--- config.mk ---
export PLATFORM = sky130hd
export DESIGN_NAME = led_sr_driver_flat
export DESIGN_NICKNAME = d
export VERILOG_FILES = /design/src/rtl/led_sr_driver_pkg.sv /design/src/rtl/led_sr_driver_if.sv /design/src/rtl/led_sr_driver_div.sv /design/src/rtl/led_sr_driver.sv /design/src/flat_wrapper.sv
export SDC_FILE = /design/constraint.sdc
export NUM_CORES = 1
export LEC_CHECK = 0
export BUFFER_PORTS_ARGS = -buffer_cell sky130_fd_sc_hd__buf_2
export CORE_ASPECT_RATIO = 0.7
export CORE_UTILIZATION = 54
export DETAILED_ROUTE_END_ITERATION = 8
export GPL_TIMING_DRIVEN = 1
export PLACE_DENSITY_LB_ADDON = 0.2
export SYNTH_ARGS = -nofsm -noshare
export SYNTH_HDL_FRONTEND = slang
export SYNTH_HIERARCHICAL = 1
export SYNTH_SLANG_ARGS = --single-unit
--- constraint.sdc ---
create_clock -name clk -period 2 [get_ports clk]
set_input_delay 0.6 -clock clk [delete_from_list [all_inputs] [get_ports clk]]
set_output_delay 0.6 -clock clk [all_outputs]
set_load 0.05 [all_outputs]
--- src/rtl/led_sr_driver_pkg.sv ---
// Shared definitions for the LED shift-register transmitter: state encoding,
// default geometry and a counter-width helper.
package led_sr_pkg;

    localparam int DEFAULT_WIDTH = 8;
    localparam int DEFAULT_DIV   = 4;

    localparam logic [1:0] IDLE     = 2'd0;
    localparam logic [1:0] SHIFT_LO = 2'd1;
    localparam logic [1:0] SHIFT_HI = 2'd2;
    localparam logic [1:0] LATCH    = 2'd3;

    typedef enum logic [1:0] {
        ST_IDLE     = IDLE,
        ST_SHIFT_LO = SHIFT_LO,
        ST_SHIFT_HI = SHIFT_HI,
        ST_LATCH    = LATCH
    } state_t;

    // Bits needed to hold values 0..n-1, never less than one bit.
    function automatic int cnt_width(input int n);
        return (n <= 1) ? 1 : $clog2(n);
    endfunction

endpackage

--- src/rtl/led_sr_driver_if.sv ---
// Request handshake between the LED blinker (master) and the transmitter (slave).
interface led_sr_if #(
    parameter int WIDTH = 8
);
    logic [WIDTH-1:0] val;
    logic             go;
    logic             rdy;

    modport master (output val, output go, input rdy);
    modport slave  (input val, input go, output rdy);
endinterface

--- src/rtl/led_sr_driver_div.sv ---
// Phase timer: counts DIV cycles after each load; done is high on the last
// cycle of the phase. The counter parks at zero instead of wrapping.
module led_sr_div
    import led_sr_pkg::*;
#(
    parameter int DIV = DEFAULT_DIV
) (
    input  logic clk,
    input  logic rst,
    input  logic load,
    output logic done
);
    localparam int             CW     = cnt_width(DIV);
    localparam logic [CW-1:0]  RELOAD = CW'(DIV - 1);

    logic [CW-1:0] cnt_reg;

    // Reload at the start of every phase, then count down to zero and hold.
    always_ff @(posedge clk or posedge rst) begin
        if (rst) begin
            cnt_reg <= '0;
        end else if (load) begin
            cnt_reg <= RELOAD;
        end else if (cnt_reg != '0) begin
            cnt_reg <= cnt_reg - 1'b1;
        end
    end

    assign done = (cnt_reg == '0);
endmodule

--- src/rtl/led_sr_driver.sv ---
// LED shift-register transmitter: shifts a parallel word MSB-first on
// sr_data/sr_clk, then pulses sr_latch so the LEDs update together.
// Optional feature macro: LED_SR_SKIP_UNCHANGED_EN -- when defined, a word
// equal to the last latched word is consumed without any pin activity.
module led_sr_driver
    import led_sr_pkg::*;
#(
    parameter int WIDTH = DEFAULT_WIDTH,
    parameter int DIV   = DEFAULT_DIV
) (
    input  logic        clk,
    input  logic        rst,
    led_sr_if.slave     bus,
    output logic        sr_data,
    output logic        sr_clk,
    output logic        sr_latch
);
    localparam int            BW       = cnt_width(WIDTH);
    localparam logic [BW-1:0] LAST_BIT = BW'(WIDTH - 1);

    state_t           state_reg;
    logic             rdy_reg;
    logic [WIDTH-1:0] shift_reg;
    logic [WIDTH-1:0] shift_next;
    logic [BW-1:0]    bit_cnt_reg;
    logic             div_done;
    logic             div_load;
    logic             accept;
    logic             start;
    logic             skip_hit;

    assign bus.rdy    = rdy_reg;
    assign shift_next = shift_reg << 1;
    assign accept     = (state_reg == ST_IDLE) && bus.go && rdy_reg;
    assign start      = accept && !skip_hit;
    assign div_load   = start || ((state_reg != ST_IDLE) && div_done);

`ifdef LED_SR_SKIP_UNCHANGED_EN
    logic [WIDTH-1:0] word_reg;
    logic [WIDTH-1:0] last_val_reg;
    logic             last_valid_reg;

    assign skip_hit = last_valid_reg && (bus.val == last_val_reg);

    // Remember the word in flight and record it as latched on entry to LATCH.
    always_ff @(posedge clk or posedge rst) begin
        if (rst) begin
            word_reg       <= '0;
            last_val_reg   <= '0;
            last_valid_reg <= 1'b0;
        end else begin
            if (start) begin
                word_reg <= bus.val;
            end
            if ((state_reg == ST_SHIFT_HI) && div_done && (bit_cnt_reg == '0)) begin
                last_val_reg   <= word_reg;
                last_valid_reg <= 1'b1;
            end
        end
    end
`else
    assign skip_hit = 1'b0;
`endif

    led_sr_div #(.DIV(DIV)) u_div (
        .clk  (clk),
        .rst  (rst),
        .load (div_load),
        .done (div_done)
    );

    // Transfer sequencer: each phase lasts DIV cycles, all pins are registered.
    always_ff @(posedge clk or posedge rst) begin
        if (rst) begin
            state_reg   <= ST_IDLE;
            rdy_reg     <= 1'b1;
            sr_data     <= 1'b0;
            sr_clk      <= 1'b0;
            sr_latch    <= 1'b0;
            shift_reg   <= '0;
            bit_cnt_reg <= '0;
        end else begin
            case (state_reg)
                ST_IDLE: begin
                    if (start) begin
                        shift_reg   <= bus.val;
                        sr_data     <= bus.val[WIDTH-1];
                        bit_cnt_reg <= LAST_BIT;
                        rdy_reg     <= 1'b0;
                        state_reg   <= ST_SHIFT_LO;
                    end
                end
                ST_SHIFT_LO: begin
                    if (div_done) begin
                        sr_clk    <= 1'b1;
                        state_reg <= ST_SHIFT_HI;
                    end
                end
                ST_SHIFT_HI: begin
                    if (div_done) begin
                        sr_clk <= 1'b0;
                        if (bit_cnt_reg == '0) begin
                            sr_latch  <= 1'b1;
                            state_reg <= ST_LATCH;
                        end else begin
                            shift_reg   <= shift_next;
                            sr_data     <= shift_next[WIDTH-1];
                            bit_cnt_reg <= bit_cnt_reg - 1'b1;
                            state_reg   <= ST_SHIFT_LO;
                        end
                    end
                end
                ST_LATCH: begin
                    if (div_done) begin
                        sr_latch  <= 1'b0;
                        rdy_reg   <= 1'b1;
                        state_reg <= ST_IDLE;
                    end
                end
                default: begin
                    state_reg <= ST_IDLE;
                end
            endcase
        end
    end
endmodule

--- src/flat_wrapper.sv ---
// flat-port wrapper written by rule: the top's interface ports become plain ports
module led_sr_driver_flat import led_sr_pkg::*;
#(
    parameter int WIDTH = DEFAULT_WIDTH,
    parameter int DIV   = DEFAULT_DIV
)
  (clk, rst, sr_data, sr_clk, sr_latch, bus_val, bus_go, bus_rdy);
  led_sr_if #(.WIDTH(WIDTH)) bus_i ();
  input  logic clk;
  input  logic rst;
  output logic sr_data;
  output logic sr_clk;
  output logic sr_latch;
  input wire logic [$bits(bus_i.val)-1:0] bus_val;
  input wire logic [$bits(bus_i.go)-1:0] bus_go;
  output wire logic [$bits(bus_i.rdy)-1:0] bus_rdy;
  assign bus_i.val = bus_val;
  assign bus_i.go = bus_go;
  assign bus_rdy = bus_i.rdy;
  led_sr_driver #(.WIDTH(WIDTH), .DIV(DIV)) u_core (.clk(clk), .rst(rst), .bus(bus_i), .sr_data(sr_data), .sr_clk(sr_clk), .sr_latch(sr_latch));
endmodule
==> key figures <==
Worst setup path
  • Crit start category: register
  • Reg2Reg Setup Slack: 0.28 ns
  • Crit path DAT: 1.90 ns
  • Worst R2R Path Depth: 6
  • Crit path from: u_core/bit_cnt_reg[0]
  • Worst R2R End: u_core/shift_reg[6]
  • RR Startpoint: u_core/bit_cnt_reg[0]
  • Worst Setup Path Type: reg2reg
  • CP endpoint kind: register
  • Worst Path Max Fanout: 10
  • CP required: 2.18 ns

GRT
  • Gr usage total: 19.5%
  • Global-route wire length before repair: 2700 microns
  • Aggregate global routing overflow: 0
  • Pin count of the biggest net entering global routing: 17
  • Initial antenna violation count: 0
  • Vias in the first global route: 592

Layout
  • Final Instance Area: 0.00111 sq mm
  • Max FFs per register: 7
  • Commonest non-fill, non-tap cell in the layout: dfrtp_1
  • Commonest non-fill, non-tap cells in the layout: 17 x dfrtp_1, 14 x buf_2, 10 x inv_1
  • Nets: 117
  • Register area: 452 sq um
  • Area growth syn-to-layout: 10.0%
  • Number of diodes: 0
  • Layout cells sized above 1: 34.3%
  • Final core occ: 66.8%
  • Fill cells: 131
  • Combined area of the multi-input logic cells: 477 sq um

Synthesis
  • Number of synthesized register bits: 18
  • Mapped cell area: 0.00101 sq mm
  • Syn_nets: 101
  • EDFF count, synth: 0
  • Post-synthesis cell type count: 29
  • Post-synthesis sequential area ratio: 44.6%
  • Asr flop ratio synth: 100%
  • Yosys Warn Count: 6
  • Cells after Synth: 87
  • Synth Flop Type: dfrtp_1
  • Syn avg cell area: 11.6 sq um

Floorplan
  • I/O pins: 15
  • Die H: 38.2 microns
  • Starting Density: 60.7%
  • Die width: 53.7 microns
  • Die area: 0.00205 sq mm
  • Core Area: 0.00167 sq mm
  • Row count: 12

STA
  • RSZ-0062 raised after global routing: no
  • Setup Skew: 0.00187 ns
  • Worst Tran Pin Value: 0.618 ns
  • Fin crit period: 1.72 ns
  • Slew Limit Fails: 0
  • Final setup fails: 0
  • Post-route clock period utilization: 86.0%
  • Post-route setup TNS: 0 ns
  • Hold Fails Final Rpt: 0
  • Worst slew margin: 58.8%
  • Max Clock Freq: 581 MHz

Clocking
  • CTS tree: yes
  • Clock sinks: 18
  • Num CTS Buffers: 3
  • Clk Latency, worst-skew pair: 0.29 ns
  • Clock Pin Slew Worst Setup and Hold Paths: 0.10 ns
  • Maximum buffer depth of the clock tree: 2
  • CTS resizes: 0
  • Hold_buf cts: 0
  • Clock root buffer master: clkbuf_4
  • H-tree levels: 1
  • Buffer count from post-CTS setup fixing: 0

Routing
  • Routed vias: 629
  • Detailed Route WL: 1690 microns
  • Routed Antenna Nets: 0
  • Wirelength per Cell: 13.8 microns
  • Initial DRC count: 7
  • Post-route DRC violation count: 0
  • Avg Vias per Cell: 5.11
  • First-pass DRT Iterations: 2

Power
  • Worst vdd ir: 0.908 mV
  • Pleak: 0.572 nW
  • P per Cell Area: 1500 mW/mm^2
  • Total power: 0.00167 W

Outcome
  • Status: completed

Place
  • GP Congestion: 0.681
  • Placed Area: 0.00108 sq mm
  • Port buffer count: 14
  • Placed wire-length estimate: 1240 microns

Worst hold path
  • Hold WC Path Type: in2async

Job
  • Max-cap violations: 0
[synth_stat cells (2+ instances only)]
library cell,n,share of area (%)
nor2_1,4,1.5
dfrtp_1,17,42
a21oi_1,6,3.0
buf_6,3,3.3
ha_1,3,3.7
nand2b_1,4,2.5
nand2_1,3,1.1
mux2_2,2,2.2
mux2_1,5,5.6
mux2_4,8,12
inv_1,10,3.7
o21ai_0,5,2.5
[where the power goes]
part           switching (W)  total [W]  internal [W]
Sequential          0.000138   0.000676      0.000538
Combinational       0.000377   0.000765      0.000388
Clock               0.000114   0.000225      0.000111
[metal layers]
layer  GRT usage (%)  up-vias  routed length (microns)
li1                -      323                        -
met1            27.1      296                      897
met2            29.0       10                      718
met3            8.33        0                       75
met4            1.97        0                        0
met5               0        -                        0
[logic make-up after synthesis]
group                    synth area share (%)
AO/OA/AOI/OAI                            10.1
XOR/XNOR                                0.865
adder cells (fa/ha/maj)                  3.71
buffers and inverters                    8.28
flip-flops                               44.6
multiplexers                             20.6
AND/OR/NAND/NOR                          11.7
[through the flow]
step	hold WS, ns	instances	worst slack [ns]
finish	0.143	123	0.280
global route	0.126	123	0.218
CTS	0.127	123	0.268
detailed placement	0.464	119	0.266
global placement	0.459	119	0.292
floorplan	0.341	87	0.308
[worst max-delay path, cell delays in order (launching register included)]
cell and delay (ns):
dfrtp_1 0.34, inv_1 0.08, ha_1 0.23, and4bb_1 0.22
o21ba_1 0.21, buf_4 0.21, mux2_4 0.32
[cell type report]
class	instances	share of cell area (%)
flip-flops and latches	18	40.6
clock buffers	4	3.26
inverters	10	3.37
multi-input cells	54	42.8
repair buffers	16	7.64
well taps	21	2.36
[worst max-delay path by stage]
stage	to	slack, ns	cells after the start
2_1_floorplan	u_core/bit_cnt_reg[1]	0.31	7
3_3_place_gp	u_core/shift_reg[6]	0.29	5
3_5_place_dp	u_core/shift_reg[6]	0.27	5
4_1_cts	bus_rdy	0.27	1
5_1_grt	u_core/shift_reg[6]	0.22	6
6_report	u_core/shift_reg[6]	0.28	6
(Power assumes the default switching activity.)
